### src/rtl/if_stage_fetch.sv
// Instruction fetch stage with IF/ID pipeline register.
// It issues one imem request at a time and handles hazard freeze and branch redirect.
module if_stage_fetch #(
  parameter logic [31:0] RESET_PC = 32'h0000_0000,
  parameter logic [31:0] NOP_INST = 32'h0000_0000,
  parameter logic [31:0] PC_STEP  = 32'd4
) (
  input  logic        clk,
  input  logic        rst,
  input  logic        freeze,
  input  logic        Branch_taken,
  input  logic [31:0] Branch_Address,
  output logic        imem_req,
  output logic [31:0] imem_addr,
  input  logic        imem_ack,
  input  logic [31:0] imem_rdata,
  output logic [31:0] Instruction,
  output logic [31:0] PC,
  output logic        inst_valid
);

  typedef enum logic [1:0] {
    FETCH,
    HOLD,
    DISCARD
  } state_t;

  state_t      state_q;
  state_t      state_d;
  logic [31:0] pc_q;
  logic [31:0] pc_next;
  logic [31:0] disc_addr_q;
  logic [31:0] hold_inst_q;
  logic [31:0] hold_pc_q;

  assign pc_next = pc_q + PC_STEP;

  always_ff @(posedge clk or posedge rst) begin
    if (rst) begin
      state_q <= FETCH;
    end else begin
      state_q <= state_d;
    end
  end

  always_comb begin
    state_d = state_q;
    case (state_q)
      FETCH: begin
        if (Branch_taken) begin
          state_d = imem_ack ? FETCH : DISCARD;
        end else if (imem_ack && freeze) begin
          state_d = HOLD;
        end
      end
      HOLD: begin
        if (Branch_taken || !freeze) begin
          state_d = FETCH;
        end
      end
      DISCARD: begin
        if (imem_ack) begin
          state_d = FETCH;
        end
      end
      default: state_d = FETCH;
    endcase
  end

  // While discarding, the abandoned request keeps its address until memory acks it.
  always_comb begin
    imem_req  = (state_q != HOLD);
    imem_addr = (state_q == DISCARD) ? disc_addr_q : pc_q;
  end

  always_ff @(posedge clk or posedge rst) begin
    if (rst) begin
      pc_q        <= RESET_PC;
      disc_addr_q <= RESET_PC;
      hold_inst_q <= NOP_INST;
      hold_pc_q   <= 32'h0;
      Instruction <= NOP_INST;
      PC          <= 32'h0;
      inst_valid  <= 1'b0;
    end else if (Branch_taken) begin
      pc_q <= Branch_Address;
      if (state_q != DISCARD) begin
        hold_inst_q <= NOP_INST;
        hold_pc_q   <= 32'h0;
        Instruction <= NOP_INST;
        PC          <= 32'h0;
        inst_valid  <= 1'b0;
      end
      if (state_q == FETCH && !imem_ack) begin
        disc_addr_q <= pc_q;
      end
    end else begin
      case (state_q)
        FETCH: begin
          if (imem_ack) begin
            pc_q <= pc_next;
            if (freeze) begin
              hold_inst_q <= imem_rdata;
              hold_pc_q   <= pc_next;
            end else begin
              Instruction <= imem_rdata;
              PC          <= pc_next;
              inst_valid  <= 1'b1;
            end
          end else if (!freeze) begin
            Instruction <= NOP_INST;
            inst_valid  <= 1'b0;
          end
        end
        HOLD: begin
          if (!freeze) begin
            Instruction <= hold_inst_q;
            PC          <= hold_pc_q;
            inst_valid  <= 1'b1;
          end
        end
        default: begin
        end
      endcase
    end
  end

endmodule

### config.mk
export PLATFORM = sky130hd
export DESIGN_NAME = if_stage_fetch
export DESIGN_NICKNAME = d
export VERILOG_FILES = /design/src/rtl/if_stage_fetch.sv
export SDC_FILE = /design/constraint.sdc
export NUM_CORES = 1
export LEC_CHECK = 0
export CAP_MARGIN = 0
export CORE_UTILIZATION = 47
export DETAILED_ROUTE_END_ITERATION = 6
export DONT_BUFFER_PORTS = 1
export PLACE_DENSITY_LB_ADDON = 0.15
export SLEW_MARGIN = 20
export SYNTH_ARGS = -nofsm -noshare
export SYNTH_HDL_FRONTEND = slang
export SYNTH_SLANG_ARGS = --single-unit
### constraint.sdc
create_clock -name clk -period 6.2 [get_ports clk]
set_input_delay 1.24 -clock clk [delete_from_list [all_inputs] [get_ports clk]]
set_output_delay 1.24 -clock clk [all_outputs]
set_load 0.005 [all_outputs]
==> results.yml, run 1 <==
power_and_ir_drop:
  power_leakage_nw: 4.47
  power_density_nw_per_um2: 316
  irDropWorstVdd_v: 0.000193
  power_mw: 3.20
global_routing:
  antenna_found_initial: 0
  grt_pass1_wl_um: 34400
  grt_pass1_vias: 6300
  grt_max_degree: 196
  grt-ovfl-total: 0
  grt_use_total_pct: 22.0
clocking:
  clock_sinks: 195
  root_buffer: "clkbuf_16"
  cts_setup_buffers: 0
  cts_buffers: 17
  cts_tree: "done"
  clock_path_buffers: 2
  clk_pin_slew_worst_paths_ps: 70
  insertion_delay_ps: 430
  cts-resized-gates: 0
  cts_hold_buf: 0
  htree_levels: 4
status:
  outcome: "complete, no violations"
timing:
  setup_viol: 0
  tns_ps: 0
  finClkSkew_ps: 10.9
  min_period_ps: 3420
  slew_violations: 0
  period_share_pct: 55.1
  rsz0062_at_grt: "false"
  maxSlewHeadroom_pct: 30.8
  whs_ps: 472
  fmaxAchievable_ghz: 0.293
  hold_viol: 0
  worstMarginPinSlew_ps: 1040
  finalWorstSetupSlack_ps: 2780
critical_path:
  required_ps: 4960
  cpPeakStageDelay_ps: 850
  cp_slowest_cell: "nand2b_2"
  critPathLaunchType: "register"
  cp_max_fo: 37
  worstPathArrival_ps: 2180
  cp_top_family: "simple AND/OR/NAND/NOR gates"
  critPathCaptureType: "primary output"
  path_buf_inv: 0
  crit_chain: "nand2b_2 > mux2_2"
  worstSetupPathType: "register to primary output"
synth:
  synthTopCellsByArea: "dfrtp_1 (52%), mux2_2 (7.8%), o21ai_0 (7.6%), nand2_1 (6.7%), mux2i_1 (3.9%)"
  yosysTopAreaCell: "dfrtp_1"
  avgSynthCellArea_um2: 10.1
  synth-main-ff-cell: "dfrtp_1"
  ys_types: 47
  yosysSeqAreaShare_pct: 52.3
  synth_edf_count: 0
  synth_most_common_cell: "dfrtp_1"
  ys.warnings.count: 0
  syn_nets: 994
  netlist_instances: 924
  synth_top_area_share_pct: 52.3
  synthTopCellsByCount: "dfrtp_1 (195), nand2_1 (166), o21ai_0 (142), mux2_2 (65), clkbuf_1 (48)"
  ys_ff_latch: 195
  syn_area_um2: 9330
  synthArstFlopShare_pct: 100
floorplan:
  dieArea_um2: 20400
  core-area_um2: 19500
  initial_core_util_pct: 48.0
  ioPinCount: 167
  rows: 51
  die_y_um: 143
  fp.dieW_um: 143
place:
  pre_cts_slack_ps: 3090
  numPlacedInstances: 1128
  place_area_um2: 9510
  place_congestion: 0.862
  hpwl_um: 14500
  io_buffers: 0
routing:
  viasPerCell: 5.52
  vias: 6401
  avgRoutedWirePerCell_um: 18.5
  antenna_left: 0
  dr.pass1.iters: 5
  routed_wl_um: 21500
  drc: 0
  drt_iter0_markers: 323
cells_and_area:
  nets: 953
  design_area_um2: 10100
  drive_above_1_share_pct: 14.7
  seq_area_um2: 4880
  final_util_pct: 52.0
  area_growth_pct: 8.47
  multi_input_area_um2: 4190
  instances_no_fill: 1160
  n_fill_cell: 1770
  num_antenna_cells: 0
min_path:
  holdCritPathClass: "register to register"
job:
  maxCapViolations: 0
-- path summary, 6_finish.rpt --
| path | slack, ps | endpoint | cells past startpoint | from |
|---|---|---|---|---|
| max in group asynchronous | 4530 | disc_addr_q[7] | 3 | rst |
| min in group asynchronous | 760 | PC[21] | 2 | rst |
| min reg2reg | 470 | hold_pc_q[18] | 2 | hold_pc_q[18] |
| min | 470 | hold_pc_q[18] | 2 | hold_pc_q[18] |
| max reg2reg | 3190 | PC[14] | 7 | state_q[0] |
| max | 2780 | imem_addr[31] | 2 | state_q[0] |
-- registers in the layout, indices dropped and copies added, names as in the netlist --
| name | flops |
|---|---|
| hold_inst_q | 32 |
| disc_addr_q | 32 |
| state_q | 2 |
| Instruction | 32 |
| hold_pc_q | 32 |
| PC | 32 |
| inst_valid | 1 |
| pc_q | 32 |
-- layout make-up --
| cell class | instances | share of cell area (%) |
|---|---|---|
| sequential | 195 | 48.2 |
| multi-input combinational | 654 | 41.3 |
| clock buffer | 17 | 4.20 |
| tap | 265 | 3.28 |
| clock inverter | 14 | 1.62 |
| timing repair buffer | 12 | 1.21 |
| inverter | 3 | 0.148 |
-- worst min-delay path, delay by kind of cell, from the launching register on --
kind            cells  cell delay [ps]
simple gates        1               50
compound gates      1               50
flops               1              340
-- cells in the final DEF (no fill, tap or decap), types with 2 or more instances in the layout --
cell type / synthesis / final
a32oi_1: 6 / 6
a21oi_1: 22 / 21
nand2_1: 166 / 166
nand3_1: 11 / 11
mux2_2: 65 / 65
bufinv_16: 0 / 3
and2_1: 2 / 2
nor4_4: 3 / 3
buf_4: 0 / 10
or2_2: 2 / 2
clkinvlp_4: 0 / 4
and4_1: 2 / 2
nor4b_1: 2 / 2
nor3_1: 4 / 4
a21o_1: 15 / 15
nor2_1: 26 / 26
xnor2_1: 22 / 22
clkinv_2: 0 / 5
o21ai_0: 142 / 141
clkinv_4: 0 / 2
xor2_1: 34 / 34
nor2_2: 2 / 2
dfrtp_1: 195 / 195
clkbuf_16: 0 / 17
o31ai_1: 19 / 19
nand2b_1: 36 / 35
mux2i_1: 36 / 36
nand4_1: 15 / 15
nand3_2: 3 / 3
-- power breakdown --
part           switching, mW  internal (mW)
Combinational          0.258          0.206
Clock                  0.480          0.631
Sequential             0.158           1.47
-- logic make-up after synthesis --
| logic type | synth area share (%) |
|---|---|
| compound gates | 12.5 |
| xor+xnor | 5.26 |
| fa+ha+maj | 0.134 |
| buf+inv | 3.26 |
| flops | 52.3 |
| mux | 11.7 |
| simple gates | 14.9 |
-- routing by layer --
| layer | track usage [%] | share of wire [%] | up-vias |
|---|---|---|---|
| met5 | 0 | 0 | - |
| met4 | 4.24 | 0.53 | 0 |
| met3 | 7.98 | 8.0 | 13 |
| met2 | 32.7 | 45 | 167 |
| met1 | 30.8 | 46 | 3136 |
| li1 | - | - | 3085 |
Power figures use the tool's default switching activity.
==> inputs of run 2 (changes only) <==
==> constraint.sdc (replaced) <==
create_clock -name clk -period 2.9 [get_ports clk]
set_input_delay 0.58 -clock clk [delete_from_list [all_inputs] [get_ports clk]]
set_output_delay 0.58 -clock clk [all_outputs]
set_load 0.005 [all_outputs]
==> run 2 against run 1 <==
First-iteration DRC count grew 37%. Register-to-register slack lost 2800 ps. Die area is the same. Global-route usage grew 1.0 points. Worst hold slack lost 300 ps. Non-clock buffer count grew 5. Cell area grew 0.78%. Combinational power grew 120%. Setup slack lost 2400 ps. Clock-buffer cell count grew 1. Flip-flop and latch count is the same. Largest cell class unchanged.
==> results.yml, run 2 (synthesized netlist as in run 1, its figures left out) <==
cells_and_area:
  num_antenna_cells: 0
  mostFrequentLayoutCells: "dfrtp_1 (195), nand2_1 (166), o21ai_0 (141)"
  nets: 958
  final_util_pct: 52.4
  final_common_cell: "dfrtp_1"
  drive_above_1_share_pct: 15.2
  n_fill_cell: 1770
  area_growth_pct: 9.32
critical_path:
  required_ps: 2320
  path_buf_inv: 1
  crit_chain: "nand2b_2 > buf_4 > mux2_2"
  worstSetupPathType: "register to primary output"
  r2r_start: "pc_q[2]"
  cp_top_family: "flip-flops"
  worstPathArrival_ps: 1970
  critPathLaunchType: "register"
  critPathCaptureType: "primary output"
  cp_max_fo: 36
  rrSetupSlack_ps: 360
  cp_slowest_cell: "dfrtp_1"
  cpPeakStageDelay_ps: 490
  worstSetupStartpoint: "state_q[1]"
timing:
  setup_viol: 0
  finalWorstSetupSlack_ps: 353
  hold_viol: 0
  period_share_pct: 87.8
  min_period_ps: 2550
  maxSlewHeadroom_pct: 34.1
  rsz0062_at_grt: "false"
  worstMarginPinSlew_ps: 988
  fmaxAchievable_ghz: 0.393
  finClkSkew_ps: 13.0
  slew_violations: 0
routing:
  antenna_left: 0
  viasPerCell: 5.57
  vias: 6493
  dr.pass1.iters: 5
  avgRoutedWirePerCell_um: 19.4
  drc: 0
  routed_wl_um: 22600
  drt_iter0_markers: 442
clocking:
  htree_levels: 4
  cts-resized-gates: 0
  cts_buffers: 17
  clock_path_buffers: 2
  root_buffer: "clkbuf_16"
  cts_setup_buffers: 0
  clock_sinks: 195
  insertion_delay_ps: 440
  clk_pin_slew_worst_paths_ps: 70
  cts_hold_buf: 0
  cts_tree: "done"
place:
  pre_cts_slack_ps: 446
  place_congestion: 0.843
  io_buffers: 0
  hpwl_um: 15400
global_routing:
  grtUsageMet2_pct: 33.8
  grt-ovfl-total: 0
  grt_max_degree: 127
  grt_use_met3_pct: 7.14
  grt_pass1_wl_um: 35700
  top_usage_layer: "met2"
  grt_pass1_vias: 6341
  antenna_found_initial: 0
  grt_use_total_pct: 23.0
  grt_use_met1_pct: 32.2
power_and_ir_drop:
  power_leakage_nw: 4.51
  irDropWorstVdd_v: 0.000449
  power_density_nw_per_um2: 684
floorplan:
  rows: 51
  initial_core_util_pct: 48.0
  ioPinCount: 167
  die_y_um: 143
  core-area_um2: 19500
  fp.dieW_um: 143
  dieArea_um2: 20400
status:
  outcome: "complete, no violations"
min_path:
  holdCritPathClass: "input pin to asynchronous set/reset pin"
job:
  maxCapViolations: 0
[run 2: worst paths after layout]
path                            cells past startpoint               to
worst max-delay path                                3    imem_addr[15]
max in group asynchronous                           2  Instruction[13]
worst max register to register                      7           PC[20]
worst min register to register                      2    hold_pc_q[12]
min in group clk                                    1       state_q[1]
worst min-delay path                                2           PC[12]
[run 2: per-stage QoR]
step / total power [mW] / hold WS, ps / std cells / instance area, µm² / TNS (ps)
floorplan: 4.25 / 443 / 924 / 9340 / -38690
global placement: 4.51 / 454 / 1134 / 9590 / 0
detailed placement: 4.57 / 461 / 1134 / 9590 / 0
CTS: 7.03 / 224 / 1165 / 10200 / 0
global route: 7.32 / 229 / 1165 / 10200 / 0
finish: 6.98 / 167 / 1165 / 10200 / 0
[run 2: where the power goes]
group / leakage (nW) / internal (mW) / switching (mW)
registers: 2.50 / 3.14 / 0.340
logic: 1.71 / 0.452 / 0.576
clock network: 0.294 / 1.39 / 1.08
[run 2: area by class of cell]
type,count,area (µm²),share of cell area (%)
repair buffers,17,178,1.74
well taps,265,332,3.25
multi-input cells,654,4190,41.0
inverters,3,15.0,0.147
clock buffers,18,439,4.30
clock inverters,13,174,1.70
flip-flops and latches,195,4880,47.8
[run 2: layer usage]
metal | share of wire [%] | vias up
met5 | 0 | -
met3 | 7.7 | 18
met2 | 44 | 183
li1 | - | 3087
met1 | 47 | 3205
met4 | 1.4 | 0
